===== config.mk =====
export PLATFORM = sky130hd
export DESIGN_NAME = sparse_pair_issuer
export DESIGN_NICKNAME = d
export VERILOG_FILES = /design/src/rtl/sparse_pair_issuer_pkg.sv /design/src/rtl/sparse_pair_issuer_tag_pipe.sv /design/src/rtl/sparse_pair_issuer.sv
export SDC_FILE = /design/constraint.sdc
export NUM_CORES = 1
export LEC_CHECK = 0
export CAP_MARGIN = 5
export CELL_PAD_IN_SITES_DETAIL_PLACEMENT = 1
export CELL_PAD_IN_SITES_GLOBAL_PLACEMENT = 2
export CORE_MARGIN = 1
export CORE_UTILIZATION = 20
export CTS_CLUSTER_SIZE = 20
export DETAILED_ROUTE_END_ITERATION = 8
export PLACE_DENSITY_LB_ADDON = 0.05
export SETUP_SLACK_MARGIN = 0.2
export SLEW_MARGIN = 20
export SYNTH_ARGS = -nofsm -noshare
export SYNTH_HDL_FRONTEND = slang
export SYNTH_HIERARCHICAL = 1
export SYNTH_SLANG_ARGS = --single-unit

===== constraint.sdc =====
create_clock -name clk -period 2.6 [get_ports clk]
set_input_delay 0.52 -clock clk [delete_from_list [all_inputs] [get_ports clk]]
set_output_delay 0.52 -clock clk [all_outputs]
set_load 0.05 [all_outputs]

===== src/rtl/sparse_pair_issuer_pkg.sv =====
// sparse_pair_issuer_pkg: shared state encoding and dp_unit latency for the sparse issue lane.
// Rev 1.0
`default_nettype none

package sparse_pair_issuer_pkg;

  typedef enum logic [2:0] {
    S_IDLE    = 3'd0,
    S_MERGE   = 3'd1,
    S_DRAIN_A = 3'd2,
    S_DRAIN_B = 3'd3,
    S_FLUSH   = 3'd4,
    S_DONE    = 3'd5
  } state_t;

  localparam int DP_LATENCY = 2;

endpackage

`default_nettype wire


===== src/rtl/sparse_pair_issuer_tag_pipe.sv =====
// issue_tag_pipe: enable-gated valid shift register that tracks issues through the dp_unit.
// Rev 1.0
`default_nettype none

module issue_tag_pipe #(
  parameter int DEPTH = 2
) (
  input  logic clk,
  input  logic reset_n,
  input  logic enable,
  input  logic in_valid,
  output logic out_valid,
  output logic empty
);

  logic [DEPTH-1:0] stages;

  always_ff @(posedge clk or negedge reset_n) begin
    if (!reset_n) begin
      stages <= '0;
    end else if (enable) begin
      stages <= {stages[DEPTH-2:0], in_valid};
    end
  end

  assign out_valid = stages[DEPTH-1];
  assign empty     = ~|stages;

endmodule

`default_nettype wire


===== src/rtl/sparse_pair_issuer.sv =====
// sparse_pair_issuer: index-intersection merge of two compressed sparse vectors feeding a dp_unit.
// Rev 1.0
`default_nettype none

module sparse_pair_issuer
  import sparse_pair_issuer_pkg::*;
#(
  parameter int DW_DATA  = 8,
  parameter int DW_INDEX = 8,
  parameter int MAX_NNZ  = 256,
  localparam int CW      = $clog2(MAX_NNZ + 1)
) (
  input  logic                clk,
  input  logic                reset_n,
  input  logic                a_valid,
  output logic                a_ready,
  input  logic [DW_DATA-1:0]  a_value,
  input  logic [DW_INDEX-1:0] a_index,
  input  logic                a_last,
  input  logic                b_valid,
  output logic                b_ready,
  input  logic [DW_DATA-1:0]  b_value,
  input  logic [DW_INDEX-1:0] b_index,
  input  logic                b_last,
  input  logic                acc_ready,
  output logic                dp_enable,
  output logic [DW_DATA-1:0]  dp_a,
  output logic [DW_DATA-1:0]  dp_b,
  output logic [1:0]          dp_valid,
  output logic                prod_valid,
  output logic                vec_done,
  output logic [CW-1:0]       match_count
);

  state_t state, state_nxt;
  logic   issue;
  logic   pipe_empty;
  logic   both_heads;
  logic   a_end, b_end;

  assign both_heads = a_valid & b_valid & acc_ready;
  assign dp_enable  = acc_ready;

  always_comb begin
    state_nxt = state;
    a_ready   = 1'b0;
    b_ready   = 1'b0;
    issue     = 1'b0;
    a_end     = 1'b0;
    b_end     = 1'b0;
    case (state)
      S_IDLE: begin
        if (both_heads) state_nxt = S_MERGE;
      end
      S_MERGE: begin
        if (both_heads) begin
          if (a_index == b_index) begin
            a_ready = 1'b1;
            b_ready = 1'b1;
            issue   = 1'b1;
          end else if (a_index < b_index) begin
            a_ready = 1'b1;
          end else begin
            b_ready = 1'b1;
          end
          a_end = a_ready & a_last;
          b_end = b_ready & b_last;
          if (a_end && b_end)  state_nxt = S_FLUSH;
          else if (a_end)      state_nxt = S_DRAIN_B;
          else if (b_end)      state_nxt = S_DRAIN_A;
        end
      end
      // Leftover entries of the longer vector are consumed without issuing.
      S_DRAIN_A: begin
        a_ready = acc_ready;
        if (a_valid && acc_ready && a_last) state_nxt = S_FLUSH;
      end
      S_DRAIN_B: begin
        b_ready = acc_ready;
        if (b_valid && acc_ready && b_last) state_nxt = S_FLUSH;
      end
      S_FLUSH: begin
        if (acc_ready && pipe_empty) state_nxt = S_DONE;
      end
      S_DONE: begin
        if (acc_ready) state_nxt = S_IDLE;
      end
      default: state_nxt = S_IDLE;
    endcase
  end

  assign dp_a     = issue ? a_value : '0;
  assign dp_b     = issue ? b_value : '0;
  assign dp_valid = {2{issue}};
  assign vec_done = (state == S_DONE) & acc_ready;

  always_ff @(posedge clk or negedge reset_n) begin
    if (!reset_n) begin
      state       <= S_IDLE;
      match_count <= '0;
    end else begin
      state <= state_nxt;
      if (state == S_IDLE) begin
        match_count <= '0;
      end else if (issue && (match_count != {CW{1'b1}})) begin
        match_count <= match_count + 1'b1;
      end
    end
  end

  issue_tag_pipe #(
    .DEPTH (DP_LATENCY)
  ) u_tag_pipe (
    .clk       (clk),
    .reset_n   (reset_n),
    .enable    (acc_ready),
    .in_valid  (issue),
    .out_valid (prod_valid),
    .empty     (pipe_empty)
  );

endmodule

`default_nettype wire


; After elaboration in Yosys (flattened, before gate mapping)
; Index checks and enable logic that the tools add are counted.
; W data, S select, Z words.
[op_classes]
n_addsub = 1
order_cmp = 1
n_eq_ne = 14
mux = 29
n_bitwise = 5
n_reduce_logical = 12
[op_table]
columns = op, n
row1 = $mux W3, 9
row2 = $mux W9, 2
row3 = $pmux W3 S6, 1
row4 = $mux W8, 2
row5 = $mux W1, 13
row6 = $ne A2 B2 Y1 const B, 6
row7 = $add A9 B1 Y9 const B, 1
row8 = $ne A9 B9 Y1 const B, 1
row9 = $eq A8 B8 Y1, 1
row10 = $lt A8 B8 Y1, 1
row11 = $logic_and A1 B1 Y1, 7
row12 = $reduce_and A7 Y1, 1
row13 = $eq A3 B2 Y1 const B, 2
row14 = $eq A3 B3 Y1 const B, 2
row15 = $and A1 B1 Y1, 5
row16 = $ne A4 B4 Y1 const B, 1
row17 = $pmux W1 S2, 2
row18 = $eq A3 B1 Y1 const B, 1
row19 = $logic_not A3 Y1, 1
row20 = $reduce_bool A2 Y1, 1
row21 = $reduce_or A2 Y1, 1
row22 = $logic_not A1 Y1, 1
[word_totals]
ff_bits = 14
in_bits = 39
out_inout_bits = 32
word_cells = 65

; Longest topological paths before layout
; Gate-level depths: netlist of the first run.
[logic_depth]
depth_word = 11
ltp_mapped = 8
mapped_depth_nobuf = 8

; Hierarchy
; The synthesis of the first run kept the hierarchy.
[by_module_without_submodules]
columns = module, n_inst, cells_per_inst, area_per_inst_um2, seq_area_each_um2
row1 = sparse_pair_issuer, 1, 143, 1154.9, 300.3
row2 = issue_tag_pipe, 1, 5, 76.3, 50.0

; Least setup slack after synthesis of the first run
; Ideal clock, no wire load.
[synth_path]
path_type = register to output
startpoint = register state[2]
endpoint = output a_ready
arrival_ps = 2399
t_required_ps = 2080
path_slack_ps = -319
path_stages_with_launch = 3
path_buffers = 0
path_cell_list = dfrtp_1 nand2b_1 o311ai_0
[synth_between]
elab_chain_cells = 2
elab_cells_between_ends = 3
classes_between = eq/ne (2) / mux (1)
[synth_lines]
columns = item, line_no
row1 = start: declaration, sparse_pair_issuer.sv:35  ; state_t state, state_nxt;
row2 = start signal: assignment, sparse_pair_issuer.sv:102  ; state <= state_nxt;
row3 = $eq A3 B2 Y1 or $eq A3 B1 Y1 (tied branches), sparse_pair_issuer.sv:51  ; case (state)
row4 = $pmux W1 S2 (*), sparse_pair_issuer.sv:51
row5 = end: declaration, sparse_pair_issuer.sv:16  ; output logic a_ready,
; Mark *: on every way between the ends. The rest lies on a longest branch, timed or not.

; Worst setup path in the final report of the first run
[layout_path]
startpoint = input b_index[3]
endpoint = output a_ready
[layout_between]
elab_chain_cells = 7
elab_cells_between_ends = 8
classes_between = order compare (1) / eq/ne (1) / mux (6)
[layout_lines]
columns = item, line_no
row1 = start: declaration, sparse_pair_issuer.sv:23  ; input logic [DW_INDEX-1:0] b_index,
row2 = $lt A8 B8 Y1, sparse_pair_issuer.sv:61  ; end else if (a_index < b_index) begin
row3 = $mux W1, sparse_pair_issuer.sv:61
row4 = $mux W1 (*), sparse_pair_issuer.sv:57  ; if (a_index == b_index) begin
row5 = $mux W1 (*), sparse_pair_issuer.sv:56  ; if (both_heads) begin
row6 = $mux W1 (*), sparse_pair_issuer.sv:51
row7 = $mux W1 (*), sparse_pair_issuer.sv:56
row8 = $pmux W1 S2 (*), sparse_pair_issuer.sv:51
; Mark *: on every way between the ends. The rest lies on a longest branch, timed or not. The select of a mux whose other input is x is not followed.

==> results.ini, run 1 <==
[outcome]
status = finished clean

[timing]
skew_ns = 0.000368
rsz0062_at_grt = yes
relSlewSlack = 0.553
min_period_ns = 2.37
max_clock_freq_ghz = 0.422
finalCritPeriodShare = 0.911
setup_viol = 0
hold_violations = 0
worstMarginPinSlew_ns = 0.668
slew_violations = 0
worst_slack_ns = 0.231

[clock_tree]
clock_latency_ns = 0.24
cts.reportedPaths.clkPinSlew_ns = 0.05
clock-sinks = 14
cts_buffers = 3
clock_path_buffers = 2
cts_tree = done
cts_root_buf = clkbuf_8
htree_levels = 1

[global_route]
grt_max_degree = 15
grt_antenna_before_repair = 0
grt_pass1_wl_um = 7520
grt_pass1_vias = 1561
grt.overflow.total = 0
grt_usage = 0.149

[route]
routedWlPerCell_um = 14.2
viasPerCell = 4.45
vias = 1389
drt-initial-drc-count = 33
drtPass1Iterations = 3
antenna_left = 0
drt_wl_total_um = 4440
drc_errors = 0

[worst_setup_path]
arrival_ns = 1.85
start_kind = input pin
cp_data_required_time_ns = 2.08
startpoint = b_index[3]
reg2reg_depth = 7
critPathCaptureType = output port
critical_path.max_fanout = 3
timing.rr.start = match_count[0]
r2r_end = match_count[5]
worstSetupPathType = input pin to output port
reg2reg_setup_slack_ns = 0.62

[yosys]
syn_avg_cell_area_sq_um = 8.32
synth-seq-cells = 14
syn_nets = 197
synth.area.top_cells = dfrtp_1, ha_1, and2_1
synth_top_area_cell = dfrtp_1
yosysUniqueCellTypes = 38
ys_warn_count = 6
synth_area_sq_um = 1230
synth_top_area_frac = 0.285
syn_inst = 148
yosysSeqAreaShare = 0.285

[place]
pre_cts_slack_ns = -0.281
gp_congestion = 0.731
portBuffers = 70
dp_hpwl_um = 3580
dpl.cell_count = 298

[power]
intPower_uw = 527
p_leak_uw = 0.00112
combPwrFrac = 0.463
netSwitchingFraction = 0.362
irDropWorstVdd_mv = 0.177
p_seq_frac = 0.330
clockPowerShare = 0.207
pwr_density_cell_nw_per_um2 = 323
p_switching_uw = 300

[floorplanning]
core_area_sq_um = 5920
die-area_sq_um = 6470
die_y_um = 80.5
start_util = 0.208
die_x_um = 80.5
rows = 28
io_pins = 71

[run]
cap_violations = 0

[hold_path]
whs_endpoint = u_tag_pipe/stages[1]
holdPathStages = 1
hold_path.class = register to register
hp-start = u_tag_pipe/stages[0]

[finish]
finalNonFillerCells = 312
antenna_cells = 0
num-nets-final = 288
final_cell_mix = clkdlybuf4s50_1, buf_12, and2_4
area_growth_pct = 108
final_common_cell = clkdlybuf4s50_1
drive_gt1_frac = 0.489

==> critical path, cell delays in order <==
cell	delay (ns)
buf_2	0.08
inv_2	0.04
ha_4	0.27
o21a_1	0.14
o31ai_2	0.07
buf_4	0.14
a21o_1	0.20
nand2_2	0.08
o311ai_4	0.11
clkbuf_16	0.19
==> worst max-delay path by stage <==
stage | end | slack (ns)
3_3_place_gp | a_ready | -0.25
5_1_grt | a_ready | 0.17
6_report | a_ready | 0.23
3_5_place_dp | b_ready | -0.28
4_1_cts | a_ready | 0.12
2_1_floorplan | dp_a[5] | 0.14
==> state kept, by name (all words and copies together) (netlist names) <==
name,count
match_count,9
state,3
u_tag_pipe/stages,2
==> through the flow <==
step | utilization | total power [uW] | hold WS [ns] | instance area, sq um | setup TNS (ns)
3_3_place_gp | 0.389 | 599 | 0.511 | 2300 | -4.30
5_1_grt | 0.432 | 895 | 0.578 | 2560 | 0
6_report | 0.432 | 827 | 0.550 | 2560 | 0
4_1_cts | 0.432 | 832 | 0.551 | 2560 | 0
3_5_place_dp | 0.389 | 611 | 0.539 | 2300 | -5.01
2_1_floorplan | - | 455 | 0.224 | 1260 | 0
==> power by group through the flow <==
stage / Sequential (uW) / Clock, uW / Combinational, uW
after detailed placement: 273 / 0 / 338
final: 273 / 171 / 383
after floorplan: 252 / 0 / 203
after CTS: 271 / 182 / 380
after global routing: 278 / 190 / 426
after global placement: 273 / 0 / 326
==> synth_stat cells (all sizes together) <==
cell / instances
nor3: 6
mux2: 2
and2: 18
o311ai: 1
nand2: 12
nand4: 4
o21ai: 4
nor2b: 2
a311o: 1
nand3b: 1
a211o: 1
dfrtp: 14
buf: 5
and4bb: 1
or2: 1
nand2b: 2
nor3b: 2
ha: 10
and4: 2
nor4: 2
o21a: 1
o41ai: 1
mux2i: 2
a21o: 2
a31o: 2
a211oi: 1
o31ai: 1
nand3: 5
xnor2: 5
o22ai: 1
nor2: 14
o211ai: 1
inv: 14
and4b: 1
a21oi: 6
==> layout make-up <==
cell class / count / area (sq um)
well taps: 75 / 93.8
flip-flops and latches: 14 / 350
repair buffers: 91 / 1020
multi-input cells: 115 / 992
clock buffers: 3 / 41.3
inverters: 14 / 57.6
fillers: 675 / 3360
==> repair_timing <==
item,4_1_cts,5_1_grt
resized for setup,103,14
hold buffers,0,0
setup endpoints to repair,20,20
hold endpoints to repair,0,0
buffers inserted,7,3
pin swaps,24,11
cloned,1,0
==> cell families (layout without fill, tap and decap cells) <==
family,Yosys count,count (layout),synth area share
simple gates,73,73,0.349
xor+xnor,5,5,0.0356
compound gates,23,23,0.126
flops,14,14,0.285
mux,4,4,0.0346
fa+ha+maj,10,10,0.102
buf+inv,19,108,0.0691
==> metal layers <==
metal,GRT usage,wire length [um],part of all wire
met5,0,0,0
met4,0.0125,0,0
met3,0.0307,221,0.050
met2,0.297,2420,0.55
met1,0.165,1800,0.40
No activity file was read; power rests on OpenSTA's default activity.
==> inputs of run 2 (changes only) <==
--- a/config.mk
+++ b/config.mk
@@ -8,11 +8,10 @@
 export CAP_MARGIN = 5
 export CELL_PAD_IN_SITES_DETAIL_PLACEMENT = 1
 export CELL_PAD_IN_SITES_GLOBAL_PLACEMENT = 2
-export CORE_MARGIN = 1
 export CORE_UTILIZATION = 20
 export CTS_CLUSTER_SIZE = 20
 export DETAILED_ROUTE_END_ITERATION = 8
-export PLACE_DENSITY_LB_ADDON = 0.05
+export PLACE_DENSITY_LB_ADDON = 0.1
 export SETUP_SLACK_MARGIN = 0.2
 export SLEW_MARGIN = 20
 export SYNTH_ARGS = -nofsm -noshare
==> run 2 against run 1 <==
Critical path depth did not move. Setup slack got worse by 0.023 ns. Combinational power down 3%. Register-to-register slack better by 0.05 ns. Clock power is 25% higher. Maximum frequency is 0.97% lower. Sequential power about the same. Core utilization increased by 0.38 points. Critical endpoint is now dp_a[6]. Largest power group unchanged.
==> results.ini, run 2 (synthesized netlist as in run 1, its figures left out) <==
[finish]
design_area_sq_um = 2580  ; +0.88%
num-nets-final = 284  ; -1.4%
final-seq-area_sq_um = 350  ; unchanged
multi_input_area_sq_um = 983  ; -0.88%
finalNonFillerCells = 309  ; -0.96%
reg.largest.list = match_count: 9 flops, state: 3 flops, u_tag_pipe/stages: 2 flops
final_cell_mix = clkdlybuf4s50_1, buf_12, and2_4
fill_cells = 651  ; -3.6%
final_common_cell = clkdlybuf4s50_1
area_growth_pct = 110
antenna_cells = 0  ; unchanged
drive_gt1_frac = 0.479  ; -0.0108
top_register = match_count
largest_reg_flops = 9  ; unchanged

[timing]
worst_slack_ns = 0.208  ; -0.0233 ns
skew_ns = 0.00285  ; +0.00248 ns
setup_viol = 0  ; unchanged
slew_violations = 0  ; unchanged
min_period_ns = 2.39  ; +0.0233 ns
max_clock_freq_ghz = 0.418  ; -0.97%
hold_violations = 0  ; unchanged
finalCritPeriodShare = 0.920  ; +0.00894
relSlewSlack = 0.557  ; +0.00374
rsz0062_at_grt = yes
worstMarginPinSlew_ns = 0.662  ; -0.00559 ns

[floorplanning]
core_area_sq_um = 5920  ; unchanged
rows = 28  ; unchanged
start_util = 0.208  ; unchanged
die-area_sq_um = 6470  ; unchanged
io_pins = 71  ; unchanged
die_x_um = 80.5  ; unchanged
die_y_um = 80.5  ; unchanged

[route]
drc_errors = 0  ; unchanged
vias = 1422  ; +2.4%
drt_wl_total_um = 4540  ; +2.4%
drt-initial-drc-count = 27  ; -18%
viasPerCell = 4.60  ; +3.4%
drtPass1Iterations = 4  ; +1
antenna_left = 0  ; unchanged
routedWlPerCell_um = 14.7  ; +3.4%

[clock_tree]
ctsHoldBuffers = 0  ; unchanged
htree_levels = 1  ; unchanged
cts.reportedPaths.clkPinSlew_ns = 0.06  ; about the same
clock-sinks = 14  ; unchanged
cts_buffers = 3  ; unchanged
cts_root_buf = clkbuf_8
cts_tree = done
clock_latency_ns = 0.25  ; about the same
clock_path_buffers = 2  ; unchanged

[place]
dpl.cell_count = 296  ; -0.67%
dp_hpwl_um = 3530  ; -1.5%
gp_congestion = 0.771  ; +5.5%
portBuffers = 70  ; unchanged
place_area_sq_um = 2300  ; -0.11%
pre_cts_slack_ns = -0.285  ; -0.00362 ns

[global_route]
grt.overflow.total = 0  ; unchanged
grt_usage = 0.137  ; -0.0119
grt_antenna_before_repair = 0  ; unchanged
grt_max_degree = 19  ; +4
grt_pass1_vias = 1485  ; -4.9%
grt_pass1_wl_um = 6880  ; -8.5%

[power]
combPwrFrac = 0.434  ; -0.029
netSwitchingFraction = 0.356  ; -0.00670
p_seq_frac = 0.317  ; -0.013
p_leak_uw = 0.00111  ; -0.17%
irDropWorstVdd_mv = 0.165  ; -7.0%
p_switching_uw = 305  ; +1.7%
pwr_density_cell_nw_per_um2 = 332  ; +2.7%
intPower_uw = 552  ; +4.7%
total_power_uw = 857  ; +3.6%
clockPowerShare = 0.249  ; +0.042

[worst_setup_path]
worstSetupPathType = input pin to output port
arrival_ns = 1.87  ; +0.02 ns
critPathCaptureType = output port
crit_path_top_delay_cell = ha_4
critical_path.max_fanout = 5  ; +2
cp_cell_sequence = buf_6, inv_4, ha_4, buf_6, and4_4, nand4_4, clkinv_4, clkbuf_16, and2_4, buf_12
critPathBufInv = 6  ; +2
max_stage_delay_ns = 0.25  ; -0.02 ns
cp_common_cell = buf_6
cp_top_family = buffers and inverters
start_kind = input pin
cp_data_required_time_ns = 2.08  ; about the same

[hold_path]
hold_path.class = register to register

[outcome]
status = finished clean

[run]
cap_violations = 0  ; unchanged

==> run 2: cell count changes in the layout (fill, tap and decap cells not counted), sizes merged <==
cell and change:
clkbuf +9, inv -1, clkinv +1, dlygate4sd2 -1, clkdlybuf4s50 +1, buf -12
==> run 2: metal layers <==
layer	up-vias	routed length, um	GRT usage
met2	57	2450	0.267
met1	674	1750	0.147
met3	4	318	0.0375
met4	0	23	0.0214
li1	687	-	-
met5	-	0	0
==> run 2: power groups by stage <==
stage                     clock network, uW  logic, uW  registers, uW
after global routing                    232        412            279
after CTS                               221        367            269
after global placement                    0        330            273
after detailed placement                  0        340            274
final                                   213        372            272
after floorplan                           0        203            252
==> run 2: area by class of cell <==
cell class,instances,share of cell area
flip-flops and latches,14,0.136
clock buffers,4,0.0213
inverters,14,0.0233
well taps,75,0.0364
multi-input cells,115,0.381
repair buffers,87,0.402
==> run 2: timing repair <==
item / CTS / global route
buffers inserted: 4 / 2
gates resized for setup: 67 / 42
endpoints found under the hold margin: 0 / 0
setup endpoints to repair: 20 / 21
pin swaps: 15 / 27
cloned: 0 / 3
==> run 2: worst reg2reg max path: stages (launching register included) <==
cell and delay [ns]:
dfrtp_1 0.45, and4bb_2 0.37, nand4_4 0.14, buf_6 0.15
buf_4 0.16, nor4_2 0.32, nor3_1 0.08, a21o_1 0.15
==> run 2: worst paths after layout <==
path	from	end	slack, ns	cells after the start
setup reg to reg	state[1]	match_count[7]	0.67	7
setup / recovery	b_index[1]	dp_a[6]	0.21	10
hold / removal	u_tag_pipe/stages[1]	u_tag_pipe/stages[1]	0.54	1
min in group asynchronous	reset_n	match_count[7]	0.68	1
max in group asynchronous	reset_n	state[1]	1.50	1
hold reg to reg	u_tag_pipe/stages[1]	u_tag_pipe/stages[1]	0.54	1
==> run 2: per-stage QoR <==
step	hold WS (ns)	TNS, ns	util
after global routing	0.580	0	0.436
final	0.536	0	0.436
after global placement	0.513	-4.31	0.388
after detailed placement	0.530	-5.20	0.388
after floorplan	0.224	0	-
after CTS	0.543	0	0.423
==> patch 1, RTL diff (settings of run 2) <==
The 6 states of `state_t` get a one-hot encoding in 6 bits.
--- a/src/rtl/sparse_pair_issuer_pkg.sv
+++ b/src/rtl/sparse_pair_issuer_pkg.sv
@@ -4,13 +4,13 @@
 
 package sparse_pair_issuer_pkg;
 
-  typedef enum logic [2:0] {
-    S_IDLE    = 3'd0,
-    S_MERGE   = 3'd1,
-    S_DRAIN_A = 3'd2,
-    S_DRAIN_B = 3'd3,
-    S_FLUSH   = 3'd4,
-    S_DONE    = 3'd5
+  typedef enum logic [5:0] {
+    S_IDLE    = 6'b000001,
+    S_MERGE   = 6'b000010,
+    S_DRAIN_A = 6'b000100,
+    S_DRAIN_B = 6'b001000,
+    S_FLUSH   = 6'b010000,
+    S_DONE    = 6'b100000
   } state_t;
 
   localparam int DP_LATENCY = 2;
Check against the original RTL: same outputs for any inputs over 10 cycles, from zero or initial values and one cycle with reset_n low; not proved beyond that.
==> patch 1 against run 2 <==
Hold slack worse by 10 ps. Setup slack lost 140 ps. Global-route usage grew 0.29 points. Cell area up 15%. Routed wire length is 14% higher. Clock skew down 0.77 ps. Total power is 50% higher. Sequential cell count up 3. Synthesized area up 19%. Clock power down 4%. Via count is 12% higher. Largest cell class unchanged.
==> patch 1: results (changes against run 2) <==
Post-detailed-placement cell area = 2670 sq um (+16%)
Vias = 1,598 (+12%)
Total track usage = 14.0% (+0.29 points)
Status = finished clean
Number of global-route vias before repair = 1,681 (+13%)
Unique cell type count in the Yosys netlist = 46 (+21%)
Amount of wire on met3 after detailed routing = 243 microns (-24%)
R2R cell count = 8 (+1)
Cells resized by post-CTS repair = 89 (+33%)
Count of inverters other than clock inverters in the layout = 10 (-4)
Worst setup skew after layout = 2.08 ps (-0.768 ps)
GP Congestion = 0.709 (-8.0%)
Crit Reg-Reg Startpoint = state[0]
Share of total power in the clock network = 15.9% (-9.0 points)
Top cell types by occurrence after synthesis = sky130_fd_sc_hd__and2_1, sky130_fd_sc_hd__nand2_1, sky130_fd_sc_hd__dfrtp_1
Compound-cell area share of the yosys netlist = 14.5% (+1.9 points)
Count of nets after finishing = 316 (+11%)
Number of buffers other than clock buffers in the final layout = 105 (+21%)
Post-DR wirelength/cell = 14.2 microns (-3.0%)
Worst Max-Slew Pin Slew = 522 ps (-141 ps)
Share of cell area taken by multi-input logic gates = 38.2% (about the same)
Critical path startpoint = state[3]
Non-filler instance count after layout = 362 (+17%)
Share of cell area taken by muxes after synthesis = 3.93% (+0.48 points)
Largest regs = match_count: 9 flops, state: 6 flops, u_tag_pipe/stages: 2 flops
Parity-gate share of the synthesized area counting xor and xnor cells = 4.19% (+0.63 points)
Fraction of final layout cells sized beyond drive strength 1 = 48.5% (+0.63 points)
Internal power = 768 uW (+39%)
Placed cells = 346 (+17%)
Met1 Wirelength = 2430 microns (+39%)
Global-route track usage on met1 = 18.4% (+3.7 points)
Met3 usage in global routing = 2.27% (-1.5 points)
Mean instance size in the synthesized netlist = 8.76 sq um (+5.3%)
Data-path buffer share of cell area in the final layout = 40.6% (+0.35 points)
Fraction of standard cell area that is sequential = 14.4% (+0.84 points)
Filler cells = 768 (+18%)
Adder-Cell Fraction of Synth Area = 8.55% (-1.6 points)
Slowest cell on the critical path = sky130_fd_sc_hd__dfrtp_1
Critical path endpoint = dp_b[1]
Reg-to-reg setup timing slack = 400 ps (-270 ps)
Leak pwr = 1.29 nW (+16%)
Half-perimeter wire length after detailed placement = 3860 microns (+9.2%)
Global-route met2 utilization = 25.0% (-1.7 points)
Count of buffers added by post-CTS timing repair for setup = 7 (+3)
Iteration-0 DRC Markers = 33 (+22%)
Row count = 30 (+7.1%)
Count of clock-net buffers in the final layout = 3 (-1)
Clock buffers and inverters, area share = 1.56% (-0.57 points)
Critical Path Max Stage Delay = 410 ps (+160 ps)
P per Cell Area = 432 nW/um^2 (+30%)
Top cells by area in the synthesized netlist = sky130_fd_sc_hd__dfrtp_1, sky130_fd_sc_hd__ha_1, sky130_fd_sc_hd__and2_1, sky130_fd_sc_hd__nand2_1, sky130_fd_sc_hd__xor2_1
CP Max Fanout = 8 (+3)
Total combinational power = 730 uW (+96%)
Worst-case vdd ir drop = 0.205 mV (+25%)
-- patch 1: stage by stage --
stage / power, mW / setup TNS, ps / setup WS, ps
floorplan: 0.770 / 0 / 139
global placement: 1.06 / -4950 / -348
detailed placement: 1.06 / -5270 / -348
CTS: 1.28 / 0 / 37.4
global route: 1.37 / -212 / -33.7
finish: 1.28 / 0 / 65.8
-- patch 1: how the worst min path moves through the flow --
stage	startpoint	endpoint	slack [ps]
global route	u_tag_pipe/stages[1]	u_tag_pipe/stages[1]	560
global placement	u_tag_pipe/stages[0]	u_tag_pipe/stages[0]	520
detailed placement	u_tag_pipe/stages[1]	u_tag_pipe/stages[1]	530
finish	match_count[0]	match_count[0]	530
CTS	match_count[0]	match_count[0]	540
floorplan	reset_n	match_count[0]	220
-- patch 1: logic make-up after synthesis --
logic type	Yosys count
multiplexers	5
XOR/XNOR	7
AND/OR/NAND/NOR	79
AO/OA/AOI/OAI	29
flip-flops	17
buffers and inverters	20
adder cells (fa/ha/maj)	10
==> patch 2, RTL diff (settings of run 2) <==
Without the edit above. Set the parameter `DW_DATA` to 7 (it was 8).
--- a/src/rtl/sparse_pair_issuer.sv
+++ b/src/rtl/sparse_pair_issuer.sv
@@ -5,7 +5,7 @@
 module sparse_pair_issuer
   import sparse_pair_issuer_pkg::*;
 #(
-  parameter int DW_DATA  = 8,
+  parameter int DW_DATA  = 7,
   parameter int DW_INDEX = 8,
   parameter int MAX_NNZ  = 256,
   localparam int CW      = $clog2(MAX_NNZ + 1)
Interface: changed (resized a_value, b_value, dp_a and dp_b); port bits go from 71 to 67. No check against the original RTL was run, so the function may have changed too.
==> patch 2 against run 2 <==
Synthesized cell count fell by 8.1%. Synthesized area fell by 5.0%. Total power rose by 8.0%. Sequential cell count did not move. Core utilization rose by 2.9 points. Cell area rose by 0.49%. Clock skew fell by 1.8 ps. Hold slack barely moved. Global-route usage rose by 0.72 points. Setup slack got worse by 130 ps. Routed wire length fell by 5.2%. Non-clock buffer count rose by 9. Critical path type unchanged. Critical endpoint is now dp_b[0]. Largest cell class unchanged.
==> patch 2: results (changes against run 2) <==
Status = finished clean
Post-placement worst setup slack = -331 ps (-45.6 ps)
Top cell types by occurrence after synthesis = sky130_fd_sc_hd__and2_1, sky130_fd_sc_hd__nor2_1, sky130_fd_sc_hd__dfrtp_1
Filler cells = 648 (-0.46%)
Ratio of routed vias to standard cells = 4.46 (-3.0%)
GP Congestion = 0.767 (-0.49%)
Fraction of final layout cells sized beyond drive strength 1 = 50.4% (+2.6 points)
Non-filler instance count after layout = 302 (-2.3%)
Arrival time reported for the critical path endpoint = 2010 ps (+140 ps)
Worst Max-Slew Pin Slew = 657 ps (-5.01 ps)
Parity-gate share of the synthesized area counting xor and xnor cells = 4.49% (+0.94 points)
CP Max Fanout = 8 (+3)
Iteration-0 DRC Markers = 7 (-74%)
Synthesized instance count = 136 (-8.1%)
Sequential-to-total area share from yosys stat = 29.9% (+1.5 points)
WL final = 4300 microns (-5.2%)
Post-synth net total = 183 (-7.1%)
Share of cell area taken by muxes after synthesis = 1.93% (-1.5 points)
Count of nets after finishing = 278 (-2.1%)
Adder-Cell Fraction of Synth Area = 10.7% (+0.53 points)
Top cells by area in the synthesized netlist = sky130_fd_sc_hd__dfrtp_1, sky130_fd_sc_hd__ha_1, sky130_fd_sc_hd__and2_1, sky130_fd_sc_hd__nor2_1, sky130_fd_sc_hd__a21oi_1
Net Switching = 327 uW (+7.1%)
Leak pwr = 1.10 nW (-1.4%)
Worst-case vdd ir drop = 0.282 mV (+71%)
Amount of wire on met3 after detailed routing = 288 microns (-9.4%)
Worst setup skew after layout = 1.10 ps (-1.76 ps)
Unique cell type count in the Yosys netlist = 39 (+2.6%)
## patch 2: timing repair
item | CTS | global route
setup buffers | 11 | 1
hold buffers | 0 | 0
pin swaps | 25 | 8
endpoints found under the setup margin | 26 | 18
gates resized for setup | 94 | 8
cloned | 2 | 0
## patch 2: path summary, 6_finish.rpt
check	startpoint	end	slack (ps)	cells after the start
setup / recovery	b_index[7]	dp_b[0]	70	9
hold / removal	u_tag_pipe/stages[0]	u_tag_pipe/stages[1]	540	1
setup reg to reg	state[1]	match_count[7]	380	9
hold reg to reg	u_tag_pipe/stages[0]	u_tag_pipe/stages[1]	540	1
max in group asynchronous	reset_n	state[1]	1500	1
min in group asynchronous	reset_n	match_count[1]	680	1
## patch 2: layout make-up
type	instances	area, sq um	area share, %
Inverter	10	55.1	2.12
Multi-Input combinational cell	106	926	35.7
Tap cell	72	90.1	3.47
Timing Repair Buffer	96	1120	43.1
Clock buffer	4	55.1	2.12
Sequential cell	14	350	13.5
## patch 2: logic make-up after synthesis
logic type,Yosys count
AO/OA/AOI/OAI,24
XOR/XNOR,6
adder cells (fa/ha/maj),10
buffers and inverters,16
flip-flops,14
multiplexers,2
AND/OR/NAND/NOR,64
## patch 2: power by group through the flow
stage,clock [mW],combinational [mW],sequential [mW]
after floorplan,0,0.246,0.259
after global placement,0,0.388,0.290
after detailed placement,0,0.398,0.291
after CTS,0.216,0.427,0.288
after global routing,0.231,0.455,0.298
final,0.209,0.427,0.290
## patch 2: per-layer routing
| layer | track usage [%] | vias to the layer above |
|---|---|---|
| li1 | - | 658 |
| met1 | 18.4 | 639 |
| met2 | 25.4 | 49 |
| met3 | 3.02 | 2 |
| met4 | 2.22 | 0 |
| met5 | 0 | - |
## patch 2: per-stage QoR
stage                     area [sq um]  power (mW)
after floorplan                   1290       0.505
after global placement            2320       0.678
after detailed placement          2320       0.689
after CTS                         2580       0.931
after global routing              2590       0.984
final                             2590       0.925
## patch 2: worst reg2reg max path, cell delays in order (launching register included)
cell	delay [ps]
sky130_fd_sc_hd__dfrtp_1	470
sky130_fd_sc_hd__nand4bb_4	300
sky130_fd_sc_hd__nor4_4	260
sky130_fd_sc_hd__buf_4	170
sky130_fd_sc_hd__bufbuf_16	250
sky130_fd_sc_hd__buf_4	120
sky130_fd_sc_hd__nor4b_4	200
sky130_fd_sc_hd__nand4_1	140
sky130_fd_sc_hd__xor2_1	150
sky130_fd_sc_hd__nor2_1	50
